--- src/rtl/i2c_pkg.sv ---
// Shared types and constants for the I2C target and its bus front end.
package i2c_pkg;

    typedef enum logic [2:0] {
        IDLE,
        ADDR,
        ADDR_ACK,
        WRITE,
        WRITE_ACK,
        READ,
        READ_ACK,
        IGNORE
    } i2c_tgt_state_t;

    localparam logic       I2C_ACK          = 1'b0;
    localparam logic       I2C_NACK         = 1'b1;
    localparam logic [6:0] I2C_DEFAULT_ADDR = 7'h13;

endpackage

--- src/rtl/i2c_bus_sync.sv ---
// Synchronizes SCL/SDA and derives SCL edge pulses plus START/STOP conditions.
module i2c_bus_sync #(
    parameter int SYNC_STAGES = 2
) (
    input  logic clk,
    input  logic rst,
    input  logic scl_in,
    input  logic sda_in,
    output logic sda,
    output logic scl_rise,
    output logic scl_fall,
    output logic start_det,
    output logic stop_det
);

    logic [SYNC_STAGES-1:0] scl_sync;
    logic [SYNC_STAGES-1:0] sda_sync;
    logic                   scl_prev;
    logic                   sda_prev;
    logic                   scl;

    always_ff @(posedge clk) begin
        if (rst) begin
            scl_sync <= '1;
            sda_sync <= '1;
            scl_prev <= 1'b1;
            sda_prev <= 1'b1;
        end else begin
            scl_sync <= {scl_sync[SYNC_STAGES-2:0], scl_in};
            sda_sync <= {sda_sync[SYNC_STAGES-2:0], sda_in};
            scl_prev <= scl_sync[SYNC_STAGES-1];
            sda_prev <= sda_sync[SYNC_STAGES-1];
        end
    end

    assign scl = scl_sync[SYNC_STAGES-1];
    assign sda = sda_sync[SYNC_STAGES-1];

    assign scl_rise  = scl & ~scl_prev;
    assign scl_fall  = ~scl & scl_prev;
    // SDA edges only count as bus conditions when SCL is stable high.
    assign start_det = scl & scl_prev & sda_prev & ~sda;
    assign stop_det  = scl & scl_prev & ~sda_prev & sda;

endmodule

--- src/rtl/i2c_target.sv ---
// I2C target responder: address match, write-byte streaming, read-byte serving.
// Optional clock stretching on read-data underrun with I2C_TGT_STRETCH_EN.
module i2c_target
    import i2c_pkg::*;
#(
    parameter logic [6:0] TARGET_ADDR = I2C_DEFAULT_ADDR,
    parameter int         SYNC_STAGES = 2
) (
    input  logic       clk,
    input  logic       rst,
    input  logic       enable,
    input  logic       I2C_SCL_i,
    input  logic       I2C_SDA_i,
    output logic       I2C_SCL_o,
    output logic       I2C_SDA_o,
    output logic [7:0] rxData,
    output logic       rxValid,
    input  logic [7:0] txData,
    input  logic       txValid,
    output logic       txReq,
    output logic       selected,
    output logic       rwDir,
    output logic       startDet,
    output logic       stopDet,
    output logic       nackRx
);

    logic sda_s, scl_rise, scl_fall, start_det, stop_det;

    i2c_bus_sync #(.SYNC_STAGES(SYNC_STAGES)) u_bus_sync (
        .clk       (clk),
        .rst       (rst),
        .scl_in    (I2C_SCL_i),
        .sda_in    (I2C_SDA_i),
        .sda       (sda_s),
        .scl_rise  (scl_rise),
        .scl_fall  (scl_fall),
        .start_det (start_det),
        .stop_det  (stop_det)
    );

    i2c_tgt_state_t state;
    logic [3:0]     bit_cnt;
    logic [7:0]     shreg;
    logic [7:0]     shift_in;
    logic           ack_on;
    logic           tx_pend;
    logic           scl_hold;
    logic           tx_ready;

    assign shift_in = {shreg[6:0], sda_s};

`ifdef I2C_TGT_STRETCH_EN
    assign tx_ready  = txValid;
    assign I2C_SCL_o = ~scl_hold;
`else
    logic unused_tx_valid;
    assign unused_tx_valid = txValid;
    assign tx_ready        = 1'b1;
    assign I2C_SCL_o       = 1'b1;
`endif

    always_ff @(posedge clk) begin
        if (rst || !enable) begin
            state     <= IDLE;
            bit_cnt   <= '0;
            ack_on    <= 1'b0;
            tx_pend   <= 1'b0;
            scl_hold  <= 1'b0;
            I2C_SDA_o <= 1'b1;
            rxValid   <= 1'b0;
            txReq     <= 1'b0;
            startDet  <= 1'b0;
            stopDet   <= 1'b0;
            nackRx    <= 1'b0;
            selected  <= 1'b0;
            rwDir     <= 1'b0;
            if (rst)
                rxData <= '0;
        end else begin
            rxValid  <= 1'b0;
            txReq    <= 1'b0;
            startDet <= 1'b0;
            stopDet  <= 1'b0;
            nackRx   <= 1'b0;
            // STOP outranks START if a glitch ever raises both together.
            if (stop_det) begin
                state     <= IDLE;
                stopDet   <= 1'b1;
                selected  <= 1'b0;
                ack_on    <= 1'b0;
                tx_pend   <= 1'b0;
                scl_hold  <= 1'b0;
                I2C_SDA_o <= 1'b1;
            end else if (start_det) begin
                state     <= ADDR;
                startDet  <= 1'b1;
                bit_cnt   <= '0;
                selected  <= 1'b0;
                ack_on    <= 1'b0;
                tx_pend   <= 1'b0;
                scl_hold  <= 1'b0;
                I2C_SDA_o <= 1'b1;
            end else begin
                case (state)
                    IDLE: ;
                    ADDR: if (scl_rise) begin
                        shreg   <= shift_in;
                        bit_cnt <= bit_cnt + 4'd1;
                        if (bit_cnt == 4'd7) begin
                            if (shift_in[7:1] == TARGET_ADDR) begin
                                state    <= ADDR_ACK;
                                ack_on   <= 1'b0;
                                selected <= 1'b1;
                                rwDir    <= shift_in[0];
                                if (shift_in[0]) begin
                                    if (tx_ready) begin
                                        txReq <= 1'b1;
                                        shreg <= txData;
                                    end else begin
                                        tx_pend <= 1'b1;
                                    end
                                end
                            end else begin
                                state <= IGNORE;
                            end
                        end
                    end
                    ADDR_ACK: if (scl_fall) begin
                        if (!ack_on) begin
                            I2C_SDA_o <= I2C_ACK;
                            ack_on    <= 1'b1;
                        end else begin
                            ack_on <= 1'b0;
                            if (rwDir) begin
                                state <= READ;
                                if (tx_pend) begin
                                    I2C_SDA_o <= 1'b1;
                                    scl_hold  <= 1'b1;
                                    bit_cnt   <= '0;
                                end else begin
                                    I2C_SDA_o <= shreg[7];
                                    shreg     <= {shreg[6:0], 1'b0};
                                    bit_cnt   <= 4'd1;
                                end
                            end else begin
                                I2C_SDA_o <= 1'b1;
                                state     <= WRITE;
                                bit_cnt   <= '0;
                            end
                        end
                    end
                    WRITE: if (scl_rise) begin
                        shreg   <= shift_in;
                        bit_cnt <= bit_cnt + 4'd1;
                        if (bit_cnt == 4'd7) begin
                            rxData  <= shift_in;
                            rxValid <= 1'b1;
                            state   <= WRITE_ACK;
                            ack_on  <= 1'b0;
                        end
                    end
                    WRITE_ACK: if (scl_fall) begin
                        if (!ack_on) begin
                            I2C_SDA_o <= I2C_ACK;
                            ack_on    <= 1'b1;
                        end else begin
                            I2C_SDA_o <= 1'b1;
                            ack_on    <= 1'b0;
                            state     <= WRITE;
                            bit_cnt   <= '0;
                        end
                    end
                    READ: begin
                        // While a byte is still pending, SCL is held low until fabric supplies it.
                        if (tx_pend) begin
                            if (scl_hold && tx_ready) begin
                                txReq     <= 1'b1;
                                tx_pend   <= 1'b0;
                                scl_hold  <= 1'b0;
                                I2C_SDA_o <= txData[7];
                                shreg     <= {txData[6:0], 1'b0};
                                bit_cnt   <= 4'd1;
                            end else if (scl_fall) begin
                                scl_hold <= 1'b1;
                            end
                        end else if (scl_fall) begin
                            if (bit_cnt == 4'd8) begin
                                I2C_SDA_o <= 1'b1;
                                state     <= READ_ACK;
                            end else begin
                                I2C_SDA_o <= shreg[7];
                                shreg     <= {shreg[6:0], 1'b0};
                                bit_cnt   <= bit_cnt + 4'd1;
                            end
                        end
                    end
                    READ_ACK: if (scl_rise) begin
                        if (sda_s == I2C_ACK) begin
                            state   <= READ;
                            bit_cnt <= '0;
                            if (tx_ready) begin
                                txReq <= 1'b1;
                                shreg <= txData;
                            end else begin
                                tx_pend <= 1'b1;
                            end
                        end else begin
                            nackRx <= 1'b1;
                            state  <= IGNORE;
                        end
                    end
                    IGNORE: ;
                    default: state <= IDLE;
                endcase
            end
        end
    end

endmodule

--- config.mk ---
export PLATFORM = sky130hd
export DESIGN_NAME = i2c_target
export DESIGN_NICKNAME = d
export VERILOG_FILES = /design/src/rtl/i2c_pkg.sv /design/src/rtl/i2c_bus_sync.sv /design/src/rtl/i2c_target.sv
export SDC_FILE = /design/constraint.sdc
export NUM_CORES = 1
export LEC_CHECK = 0
export CORE_MARGIN = 10
export CORE_UTILIZATION = 45
export DETAILED_ROUTE_END_ITERATION = 6
export MAX_ROUTING_LAYER = met4
export PLACE_DENSITY = 0.77
export SETUP_SLACK_MARGIN = 0.2
export SLEW_MARGIN = 20
export SYNTH_ARGS = -nofsm -noshare
export SYNTH_HDL_FRONTEND = slang
export SYNTH_HIERARCHICAL = 1
export SYNTH_SLANG_ARGS = --single-unit
--- constraint.sdc ---
create_clock -name clk -period 2.3 [get_ports clk]
set_clock_uncertainty 0.15 [all_clocks]
set_input_delay 0.46 -clock clk [delete_from_list [all_inputs] [get_ports clk]]
set_output_delay 0.46 -clock clk [all_outputs]
set_load 0.02 [all_outputs]
# Word level (Yosys, flattened, before mapping)
# Cells that the tools add are included.
[totals] regBits=40 wordCells=213 n_memories=0 latch_bits=0 mem_bits_rw=0 out_inout_bits=17 inputBits=14 mem_bits_ro=0
[op_classes] reduce_logical=28 n_mul=0 n_shift=0 add_sub_neg=1 div=0 bitwise=17 n_lt_le_gt_ge=0 n_mux=96 eq_ne=51
[op_table] operator="$mux 8" n=22
[op_table] operator="$mux 4" n=13
[op_table] operator="$ne 3x3->1 const B" n=16
[op_table] operator="$mux 3" n=14
[op_table] operator="$pmux 8 s5" n=1
[op_table] operator="$mux 1" n=39
[op_table] operator="$ne 2x2->1 const B" n=19
[op_table] operator="$reduce_and 13->1" n=2
[op_table] operator="$pmux 4 s5" n=1
[op_table] operator="$pmux 3 s6" n=1
[op_table] operator="$reduce_and 6->1" n=3
[op_table] operator="$reduce_and 15->1" n=1
[op_table] operator="$ne 4x4->1 const B" n=3
[op_table] operator="$reduce_and 12->1" n=1
[op_table] operator="$reduce_bool 6->1" n=2
[op_table] operator="$not 1->1" n=10
[op_table] operator="$reduce_or 5->1" n=2
[op_table] operator="$eq 3x3->1 const B" n=3
[op_table] operator="$pmux 1 s3" n=3
[op_table] operator="$reduce_bool 2->1" n=4
[op_table] operator="$and 1x1->1" n=7
[op_table] operator="$eq 7x5->1 const B" n=1
[op_table] operator="$reduce_and 7->1" n=1
[op_table] operator="$reduce_bool 7->1" n=1
[op_table] operator="other kinds (17)" n=23

# Logic depth before layout (Yosys ltp)
# Gate-level depths: netlist of the first run.
[logic_depth] depth_word=7 ltp_mapped=7 depth_no_buf=7

# By module
# Netlist of the first run, hierarchy kept.
[by_module_without_submodules] module="i2c_target" area_per_inst_um2=2067.0 n_inst=1 seq_area_each_um2=840.8 cells_each=226
[by_module_without_submodules] module="i2c_bus_sync" area_per_inst_um2=190.2 n_inst=1 seq_area_each_um2=120.1 cells_each=16

# Worst setup path after synthesis of the first run
# OpenSTA, ideal clock, no wires.
[synth_path] kind="reg-to-reg" startpoint="register shreg[3]" endpoint="register shreg[0] (data pin)" setup_ns=0.269 slack_ns=-0.025 stages_incl_launch_ff=6 t_required_ns=1.881 n_path_buf=0 t_arrival_ns=1.906 synth_period_minus_slack_ns=2.325 path_cell_list="edfxtp_1 or4b_1 or3_4 or3_4 o221ai_1 a21oi_1"
[synth_between] elab_chain_cells=5
[synth_rtl] element="start: declaration" line_no="i2c_target.sv:44" text="logic [7:0] shreg;"
[synth_rtl] element="start signal: assignment" line_no="i2c_target.sv:108" text="shreg <= shift_in;"
[synth_rtl] element="start signal: assignment" line_no="i2c_target.sv:119" text="shreg <= txData;"
[synth_rtl] element="start signal: assignment" line_no="i2c_target.sv:143" text="shreg <= {shreg[6:0], 1'b0};"
[synth_rtl] element="$eq 7x5->1" line_no="i2c_target.sv:111" text="if (shift_in[7:1] == TARGET_ADDR) begin"
[synth_rtl] element="$mux 8" line_no="i2c_target.sv:111"
[synth_rtl] element="$mux 8" line_no="i2c_target.sv:110" text="if (bit_cnt == 4'd7) begin"
[synth_rtl] element="$mux 8" line_no="i2c_target.sv:107" text="ADDR: if (scl_rise) begin"
[synth_rtl] element="$pmux 8 s5" line_no="i2c_target.sv:105" text="case (state)"
# Every way passes these cells. The select of a mux whose other input is x is not followed.
# A chain may end at the register's enable or synchronous reset.

# Worst setup path after layout of the first run
[layout_path] startpoint="register shreg[5]" endpoint="register shreg[0] (data pin)"
# The elaborated chain is that of the path after synthesis.

==> results.sh, run 1 <==
export IMPL_status="complete, but fails checks"
export IMPL_failed_checks="setup timing"
export IMPL_max_cap_violations=0
export IMPL_clockBufferDepth=2
export IMPL_overflow=0
export IMPL_ios=31
export IMPL_drt_total_wl_um=6260
export IMPL_comb_power_share_pct=9.1
export IMPL_coreArea_mm2=0.00479
export IMPL_syn_nets=258
export IMPL_num_rows=25
export IMPL_ys_warn_count=6
export IMPL_hold_start="u_bus_sync/sda_sync[0]"
export IMPL_cpMostUsedCell="or3_4"
export IMPL_whs_ns=0.258
export IMPL_finalCritPeriodShare_pct=101
export IMPL_wl_per_cell_um=17.1
export IMPL_die_h_um=90.8
export IMPL_worst_slack_ns=-0.0290
export IMPL_synth_cells=242
export IMPL_path_class="flop to flop"
export IMPL_ant_nets=0
export IMPL_fill_cells=385
export IMPL_pwr_share_seq_pct=51.3
export IMPL_cpPeakStageDelay_ns=0.57
export IMPL_grt_pass1_wl_um=10200
export IMPL_antenna_found_initial=0
export IMPL_dp_hpwl_um=4480
export IMPL_switching_power_mw=0.335
export IMPL_clkPwrFrac_pct=39.6
export IMPL_slowest_stage="or4b_4"
export IMPL_io_buffers=28
export IMPL_cts_root_buffer="clkbuf_8"
export IMPL_clkTransAtPathRegs_ns=0.09
export IMPL_firstDrtPassIters=4
export IMPL_die_w_um=90.8
export IMPL_grt_pass1_vias=2104
export IMPL_drc=0
export IMPL_stdcell_area_mm2=0.00314
export IMPL_dpl_cell_area_mm2=0.00280
export IMPL_synth_cell_types=58
export IMPL_max_freq_mhz=429
export IMPL_finalSetupViolCount=3
export IMPL_fin_nets=315
export IMPL_path_cells="or4b_4 -> or3_4 -> or3_4 -> o221ai_2 -> a21oi_1"
export IMPL_cp_max_fo=4
export IMPL_tritoncts="done"
export IMPL_vias=2150
export IMPL_rr_worst_depth=5
export IMPL_via_per_inst=5.86
export IMPL_synthArstFlopShare_pct=0
export IMPL_cts_hold_buffers=0
export IMPL_period_needed_ns=2.33
export IMPL_power_total_mw=1.47
export IMPL_synth_seq_cells=40
export IMPL_worstPathRequired_ns=2.21
export IMPL_synth_edf_count=16
export IMPL_cp_arrival_ns=2.24
export IMPL_cts_max_level=2
export IMPL_regToRegEndpoint="shreg[0]"
export IMPL_rsz0062_at_grt="yes"
export IMPL_hold_path_endpoint="u_bus_sync/sda_sync[1]"
export IMPL_vdd_ir_drop_max_mv=0.347
export IMPL_place_gp_congestion=0.995
export IMPL_first_iter_violations=209
export IMPL_power_density_mw_per_mm2=468
export IMPL_startpoint_type="flop"
export IMPL_insertion_delay_ns=0.30
export IMPL_swShare_pct=22.8
export IMPL_internal_power_mw=1.13
export IMPL_r2r_slack_ns=-0.03
export IMPL_rr_startpoint="shreg[5]"
export IMPL_grt_max_degree=16
export IMPL_syn_area_per_cell_um2=9.33
export IMPL_critPathCaptureType="flop"
export IMPL_clock_sinks=40
export IMPL_min_path_type="flop to flop"
export IMPL_dominantRegCellSynth="dfxtp_1"
export IMPL_syn_area_mm2=0.00226
export IMPL_ys_seq_area_share_pct=42.6
export IMPL_area_growth_pct=39.0
export IMPL_grt_usage_pct=15.1
export IMPL_slew_violations=0
export IMPL_numCtsBuffers=5
export IMPL_layout_drive_gt1_share_pct=28.3
export IMPL_initial_core_util_pct=47.2
export IMPL_die_area_mm2=0.00825
export IMPL_hold_viol=0
export IMPL_hold_path_depth=1
export IMPL_num_antenna_cells=0
export IMPL_p_leak_nw=1.16
[stage by stage]
step           std cells  worst slack [ns]  setup TNS, ns  util, %
2_1_floorplan        242            0.0924              0        -
3_3_place_gp         351           -0.0184        -0.0307     58.5
3_5_place_dp         351            -0.108         -0.317     58.5
4_1_cts              362            0.0289              0     62.8
5_1_grt              367           -0.0993         -0.561     65.5
6_report             367           -0.0290        -0.0619     65.5
[cells in the final DEF, fill, tap and decap left out, types with 7 or more instances in the layout]
master,n
nand2_1,17
a21oi_1,12
nand2b_1,7
mux2i_1,7
nor2_1,15
dfxtp_1,19
clkdlybuf4s50_1,28
nor2b_1,8
and2_1,10
edfxtp_1,16
buf_4,34
[flip-flops by register name (all words and copies together), names as in the netlist, 2 cells and up]
| register | flops |
|---|---|
| bit_cnt | 4 |
| u_bus_sync/sda_sync | 2 |
| rxData | 8 |
| state | 3 |
| u_bus_sync/scl_sync | 2 |
| shreg | 8 |
[power groups by stage]
stage	Combinational [mW]	Sequential, mW	Clock (mW)
2_1_floorplan	0.0445	0.779	0
3_3_place_gp	0.120	0.769	0
3_5_place_dp	0.122	0.770	0
4_1_cts	0.126	0.754	0.583
5_1_grt	0.143	0.755	0.615
6_report	0.133	0.753	0.581
[how the worst max path moves through the flow]
| stage | from | end | slack, ns | depth (start not counted) |
|---|---|---|---|---|
| finish | shreg[5] | shreg[0] | -0.03 | 5 |
| global route | shreg[5] | rwDir | -0.1 | 5 |
| CTS | shreg[5] | shreg[0] | 0.03 | 5 |
| detailed placement | enable | bit_cnt[2] | -0.11 | 7 |
| global placement | enable | bit_cnt[3] | -0.02 | 7 |
| floorplan | shreg[5] | shreg[0] | 0.09 | 5 |
[metal layers]
layer / up-vias / share of wire [%] / GRT usage (%) / wire, um
met1: 1011 / 44 / 18.3 / 2760
met4: 0 / 2.2 / 4.57 / 138
met3: 17 / 5.6 / 3.33 / 350
li1: 1030 / - / - / -
met5: - / 0 / - / 0
met2: 92 / 48 / 24.6 / 3010
[synth_stat cells, types with 2 or more instances]
cell type / number / share of area, %
o21ai_0: 5 / 1.1
ha_1: 2 / 1.1
and4b_1: 2 / 0.89
o31ai_1: 3 / 1.0
a221o_1: 4 / 1.8
o311ai_1: 3 / 1.2
mux2i_1: 7 / 3.1
o21ai_1: 4 / 0.89
and3b_1: 2 / 0.78
a211oi_1: 4 / 1.3
clkbuf_1: 13 / 2.2
or4_1: 2 / 0.66
o2111ai_1: 3 / 1.2
a31o_1: 2 / 0.78
nand2_1: 18 / 3.0
a21oi_1: 14 / 3.1
and3_1: 6 / 1.7
and2_1: 10 / 2.8
or3_4: 2 / 1.0
a311oi_1: 3 / 1.2
o2111a_1: 2 / 1.0
nand3b_1: 3 / 1.0
nor2_1: 16 / 2.7
nor2b_1: 10 / 2.8
dfxtp_1: 24 / 21
o211ai_1: 5 / 1.7
or2_1: 6 / 1.7
o21a_1: 4 / 1.3
nor4bb_1: 2 / 0.89
nand4_1: 2 / 0.55
nand2b_1: 7 / 1.9
nand3_1: 4 / 0.89
nor3_1: 2 / 0.44
a22o_1: 2 / 0.78
inv_1: 5 / 0.83
edfxtp_1: 16 / 21
o22ai_1: 2 / 0.55
[cell type report]
cell class	instances	area (um^2)	area share [%]
Tap cell	67	83.8	2.67
Timing Repair Buffer	66	589	18.8
Multi-Input combinational cell	180	1360	43.4
Inverter	6	22.5	0.718
Clock buffer	5	68.8	2.19
Sequential cell	40	970	30.9
Clock inverter	3	42.5	1.36
[timing repair]
action,4_1_cts,5_1_grt
setup endpoints to repair,22,26
pin swaps,1,7
buffers inserted,3,5
resized for setup,17,24
[logic make-up (layout without fill, tap and decap cells)]
family / Yosys count / in the layout / share of synthesized area, %
mux: 8 / 8 / 3.60
simple gates: 99 / 99 / 25.9
compound gates: 69 / 69 / 22.3
xor+xnor: 1 / 1 / 0.388
buf+inv: 22 / 80 / 3.88
other cells: 1 / 1 / 0.166
fa+ha+maj: 2 / 2 / 1.11
flops: 40 / 40 / 42.6
[worst max-delay path: cells and delay by family (launching register included)]
family          cells  cell delay (ns)
compound gates      2             0.22
flops               1             0.42
simple gates        3             1.30
Note: power is estimated with default switching activity, not from simulation.
==> run 2: changes to the inputs <==
--- a/config.mk
+++ b/config.mk
@@ -5,6 +5,7 @@
 export SDC_FILE = /design/constraint.sdc
 export NUM_CORES = 1
 export LEC_CHECK = 0
+export ABC_AREA = 1
 export CORE_MARGIN = 10
 export CORE_UTILIZATION = 45
 export DETAILED_ROUTE_END_ITERATION = 6
==> results.sh, run 2 <==
export IMPL_synth_area_leader_cell="dfxtp_1"
export IMPL_syn_area_per_cell_um2=6.85
export IMPL_ios=31
export IMPL_grt_max_degree=14
export IMPL_dp_hpwl_um=5240
export IMPL_grt_usage_pct=16.1
export IMPL_cts_hold_buffers=0
export IMPL_antenna_found_initial=0
export IMPL_ys_seq_area_share_pct=41.1
export IMPL_num_rows=26
export IMPL_clkPwrFrac_pct=35.7
export IMPL_via_per_inst=5.04
export IMPL_dominantRegCellSynth="dfxtp_1"
export IMPL_fin_util_pct=57.7
export IMPL_drc=0
export IMPL_layout_commonest_cell="nor2_1"
export IMPL_switching_power_mw=0.418
export IMPL_cp_max_fo=8
export IMPL_syn_area_mm2=0.00234
export IMPL_synth_cells=341
export IMPL_min_path_type="flop to flop"
export IMPL_initial_core_util_pct=46.0
export IMPL_swShare_pct=26.2
export IMPL_die_h_um=92.1
export IMPL_firstDrtPassIters=4
export IMPL_finalCritPeriodShare_pct=86.2
export IMPL_coreArea_mm2=0.00507
export IMPL_pwr_share_seq_pct=48.5
export IMPL_tritoncts="done"
export IMPL_layout_drive_gt1_share_pct=12.7
export IMPL_wl_per_cell_um=14.6
export IMPL_path_class="flop to flop"
export IMPL_max_freq_mhz=504
export IMPL_max_cap_violations=0
export IMPL_cts_root_buffer="clkbuf_8"
export IMPL_synth_cell_types=35
export IMPL_status="finished clean"
export IMPL_die_w_um=92.1
export IMPL_finalSetupViolCount=0
export IMPL_worstPathRequired_ns=2.16
export IMPL_ant_nets=0
export IMPL_insertion_delay_ns=0.29
export IMPL_clkTransAtPathRegs_ns=0.08
export IMPL_die_area_mm2=0.00847
export IMPL_yosys_area_top_type_share_pct=20.6
export IMPL_synth_area_leaders="dfxtp_1, edfxtp_1, nor2_1, nand2_1, inv_1"
export IMPL_ys_warn_count=6
export IMPL_startpoint_type="flop"
export IMPL_final_cells=456
export IMPL_critPathCaptureType="flop"
export IMPL_comb_power_share_pct=15.8
export IMPL_place_gp_congestion=0.963
export IMPL_rsz0062_at_grt="no"
export IMPL_synth_seq_cells=40
export IMPL_vias=2300
export IMPL_synthArstFlopShare_pct=0
export IMPL_most_common_layout_cells="nor2_1, nand2_1, inv_1, clkdlybuf4s50_1, nand3_1"
export IMPL_grt_pass1_wl_um=11000
export IMPL_cts_max_level=2
export IMPL_numCtsBuffers=5
export IMPL_drt_total_wl_um=6650
export IMPL_top_regs="rxData x8, shreg x8, bit_cnt x4"
export IMPL_vdd_ir_drop_max_mv=0.377
export IMPL_io_buffers=28
export IMPL_synth_edf_count=16
export IMPL_cp_arrival_ns=1.84
export IMPL_first_iter_violations=166
export IMPL_num_antenna_cells=0
export IMPL_p_leak_nw=1.36
export IMPL_cts_setup_buffers=0
export IMPL_power_density_mw_per_mm2=546
export IMPL_synth_most_common_cell="nor2_1"
export IMPL_syn_nets=357
export IMPL_fin_nets=401
export IMPL_clockBufferDepth=2
export IMPL_power_total_mw=1.60
export IMPL_placedCellCount=448
export IMPL_overflow=0
export IMPL_yosys_top_cells_count="nor2_1, nand2_1, inv_1"
export IMPL_internal_power_mw=1.18
export IMPL_period_needed_ns=1.98
export IMPL_slew_violations=0
export IMPL_clock_sinks=40
export IMPL_hold_viol=0
export IMPL_area_growth_pct=25.3
export IMPL_grt_pass1_vias=2257
==> run 2: cell count changes after synthesis, sizes merged, moves of 10 or more <==
cell    previous run  this run
nand2             18        66
and2              11         0
inv                6        56
clkbuf            13         1
nand3              4        27
nor2b             10         0
nor2              16        76
==> run 2: kinds of logic (layout without fill, tap and decap cells) <==
group | count (synthesis) | count (layout) | share of synthesized area [%]
buffers and inverters | 61 | 106 | 10.3
AO/OA/AOI/OAI | 44 | 44 | 10.8
adder cells (fa/ha/maj) | 2 | 2 | 1.07
flip-flops | 40 | 40 | 41.1
AND/OR/NAND/NOR | 192 | 192 | 36.2
other | 1 | 1 | 0.161
XOR/XNOR | 1 | 1 | 0.375
==> run 2: final timing paths <==
| path | end | slack [ns] | from | cells after the start |
|---|---|---|---|---|
| max reg2reg | shreg[1] | 0.32 | u_bus_sync/scl_prev | 7 |
| min reg2reg | u_bus_sync/scl_sync[1] | 0.26 | u_bus_sync/scl_sync[0] | 1 |
| max | shreg[1] | 0.32 | u_bus_sync/scl_prev | 7 |
| min | u_bus_sync/scl_sync[1] | 0.26 | u_bus_sync/scl_sync[0] | 1 |
==> run 2: critical path: stages, from the launching register on <==
cell     delay (ns)
dfxtp_1        0.37
inv_1          0.05
nor2_1         0.29
inv_1          0.12
nand2_1        0.09
a21oi_1        0.14
nor4_4         0.31
buf_6          0.18
==> run 2: layer usage <==
metal / vias up / track usage (%) / share of wire (%)
li1: 1185 / - / -
met1: 1026 / 19.0 / 44
met2: 78 / 27.0 / 48
met3: 11 / 2.77 / 5.9
met4: 0 / 5.66 / 1.6
met5: - / - / 0
==> run 2: repair_timing <==
item	4_1_cts	5_1_grt
gates cloned	0	0
setup endpoints to repair	2	26
pin swaps	0	1
resized for setup	1	8
==> run 2: power groups by stage <==
stage / clock (mW) / combinational [mW] / sequential [mW]
finish: 0.569 / 0.253 / 0.775
detailed placement: 0 / 0.245 / 0.791
global route: 0.603 / 0.282 / 0.777
floorplan: 0 / 0.151 / 0.795
global placement: 0 / 0.243 / 0.790
CTS: 0.578 / 0.247 / 0.774
==> run 2: through the flow <==
| stage | worst slack (ns) | hold slack, ns | TNS (ns) | area, um^2 |
|---|---|---|---|---|
| after floorplan | 0.207 | 0.233 | 0 | 2350 |
| after global placement | -0.00438 | 0.236 | -0.0340 | 2800 |
| after global routing | 0.212 | 0.271 | 0 | 2930 |
| after detailed placement | -0.00478 | 0.240 | -0.0371 | 2800 |
| final | 0.318 | 0.259 | 0 | 2930 |
| after CTS | 0.278 | 0.265 | 0 | 2910 |
==> run 2: area by class of cell <==
class	instances	area [um^2]
fillers	505	2150
multi-input cells	240	1160
flip-flops and latches	40	968
repair buffers	42	389
inverters	56	210
well taps	70	87.6
clock buffers	6	72.6
clock inverters	2	35.0
==> run 3: changes to the inputs <==
--- a/config.mk
+++ b/config.mk
@@ -11,7 +11,7 @@
 export DETAILED_ROUTE_END_ITERATION = 6
 export MAX_ROUTING_LAYER = met4
 export PLACE_DENSITY = 0.77
-export SETUP_SLACK_MARGIN = 0.2
+export SETUP_SLACK_MARGIN = 0.05
 export SLEW_MARGIN = 20
 export SYNTH_ARGS = -nofsm -noshare
 export SYNTH_HDL_FRONTEND = slang
==> results.sh, run 3 (synthesis results as in run 2) <==
export IMPL_layout_drive_gt1_share_pct=10.9
export IMPL_rr_startpoint="u_bus_sync/scl_prev"
export IMPL_top_regs="rxData x8, shreg x8, bit_cnt x4"
export IMPL_rsz0062_at_grt="no"
export IMPL_worst_slack_ns=0.215
export IMPL_coreArea_mm2=0.00507
export IMPL_first_iter_violations=177
export IMPL_power_density_mw_per_mm2=550
export IMPL_startpoint="u_bus_sync/scl_prev"
export IMPL_hold_viol=0
export IMPL_clockBufferDepth=2
export IMPL_ios=31
export IMPL_die_area_mm2=0.00847
export IMPL_hold_path_depth=1
export IMPL_vias=2345
export IMPL_grt_pass1_vias=2230
export IMPL_die_h_um=92.1
export IMPL_pre_cts_ws_ns=0.0167
export IMPL_cts_setup_buffers=0
export IMPL_max_cap_violations=0
export IMPL_io_buffers=28
export IMPL_crit_buf_inv=3
export IMPL_tritoncts="done"
export IMPL_fill_cells=517
export IMPL_path_depth=7
export IMPL_slew_violations=0
export IMPL_slowest_stage="dfxtp_1"
export IMPL_ant_nets=0
export IMPL_grt_pass1_wl_um=11000
export IMPL_layout_commonest_cell="nor2_1"
export IMPL_fin_setup_tns_ns=0
export IMPL_placedCellCount=449
export IMPL_antenna_found_initial=0
export IMPL_status="finished clean"
export IMPL_rr_worst_depth=7
export IMPL_drt_total_wl_um=6540
export IMPL_startpoint_type="flop"
export IMPL_power_total_mw=1.60
export IMPL_path_cells="inv_1 -> nor2_1 -> inv_1 -> nand2_1 -> a21oi_1 -> nor4_4 -> buf_4"
export IMPL_whs_ns=0.259
export IMPL_firstDrtPassIters=5
export IMPL_cpLargestDelayFamily="simple AND/OR/NAND/NOR gates"
export IMPL_overflow=0
export IMPL_cp_max_fo=8
export IMPL_clkTransAtPathRegs_ns=0.08
export IMPL_period_needed_ns=2.09
export IMPL_finalCritPeriodShare_pct=90.7
export IMPL_place_gp_congestion=0.955
export IMPL_cp_arrival_ns=1.93
export IMPL_grt_max_degree=14
export IMPL_worstSetupEndpoint="shreg[0]"
export IMPL_cts_max_level=2
export IMPL_area_growth_pct=24.7
export IMPL_die_w_um=92.1
export IMPL_min_path_type="flop to flop"
export IMPL_drc=0
export IMPL_cpPeakStageDelay_ns=0.36
export IMPL_via_per_inst=5.13
export IMPL_cts_hold_buffers=0
export IMPL_initial_core_util_pct=46.0
export IMPL_worstPathRequired_ns=2.15
export IMPL_grt_usage_pct=16.2
export IMPL_dp_hpwl_um=5150
export IMPL_p_leak_nw=1.37
export IMPL_path_class="flop to flop"
export IMPL_numCtsBuffers=5
export IMPL_vdd_ir_drop_max_mv=0.300
export IMPL_wl_per_cell_um=14.3
export IMPL_cts_root_buffer="clkbuf_8"
export IMPL_finalSetupViolCount=0
export IMPL_insertion_delay_ns=0.29
export IMPL_fin_nets=402
export IMPL_max_freq_mhz=480
export IMPL_regToRegEndpoint="shreg[0]"
export IMPL_num_rows=26
export IMPL_num_antenna_cells=0
export IMPL_final_cells=457
export IMPL_critPathCaptureType="flop"
export IMPL_most_common_layout_cells="nor2_1, nand2_1, inv_1, clkdlybuf4s50_1, nand3_1"
export IMPL_cpMostUsedCell="inv_1"
export IMPL_r2r_slack_ns=0.21
export IMPL_clock_sinks=40
## run 3: changes by cell type in the layout (fill, tap and decap cells not counted), moves of 2 or more
cell,delta
dfxtp_2,-2
nor2_2,-3
dfxtp_1,+3
buf_4,+2
nor2_1,+3
## run 3: how the worst min path moves through the flow
stage          slack, ns                   start                     end
3_3_place_gp        0.24  u_bus_sync/sda_sync[0]  u_bus_sync/sda_sync[1]
6_report            0.26  u_bus_sync/sda_sync[0]  u_bus_sync/sda_sync[1]
2_1_floorplan       0.23  u_bus_sync/scl_sync[0]  u_bus_sync/scl_sync[1]
4_1_cts             0.26  u_bus_sync/sda_sync[0]  u_bus_sync/sda_sync[1]
3_5_place_dp        0.24  u_bus_sync/sda_sync[0]  u_bus_sync/sda_sync[1]
5_1_grt             0.28  u_bus_sync/sda_sync[0]  u_bus_sync/sda_sync[1]
## run 3: per-stage QoR
| step | util [%] | cell area [um^2] |
|---|---|---|
| 6_report | 57.4 | 2910 |
| 5_1_grt | 57.4 | 2910 |
| 4_1_cts | 57.4 | 2910 |
| 3_5_place_dp | 55.2 | 2800 |
| 3_3_place_gp | 55.2 | 2800 |
| 2_1_floorplan | - | 2350 |
## run 3: report_power, final
part | total (mW) | internal, mW | leakage, nW | switching (mW)
sequential | 0.774 | 0.758 | 0.349 | 0.0162
combinational | 0.249 | 0.0970 | 0.964 | 0.152
clock | 0.579 | 0.321 | 0.0541 | 0.258
total | 1.60 | 1.18 | 1.37 | 0.426
## run 3: routing by layer
layer	up-vias	GRT usage, %	wire length, um
met3	17	2.85	428
met2	98	24.6	2940
met4	0	7.84	223
li1	1183	-	-
met1	1047	20.2	2950
met5	-	-	0
## run 3: layout make-up
class	count	area (um^2)	area share, %
repair buffers	43	393	13.5
inverters	56	210	7.22
multi-input cells	240	1150	39.4
clock inverters	3	42.5	1.46
well taps	70	87.6	3.01
flip-flops and latches	40	962	33.0
clock buffers	5	68.8	2.36
## run 3: what timing repair did
item	CTS	global route
setup endpoints to repair	0	4
gates resized for setup	0	1
hold endpoints to repair	0	0
## run 3: worst register-to-register path, cell delays in order, from the launching register on
cell and delay [ns]:
dfxtp_1 0.36, inv_1 0.05, nor2_1 0.33, inv_1 0.15
nand2_1 0.10, a21oi_1 0.14, nor4_4 0.30, buf_4 0.22
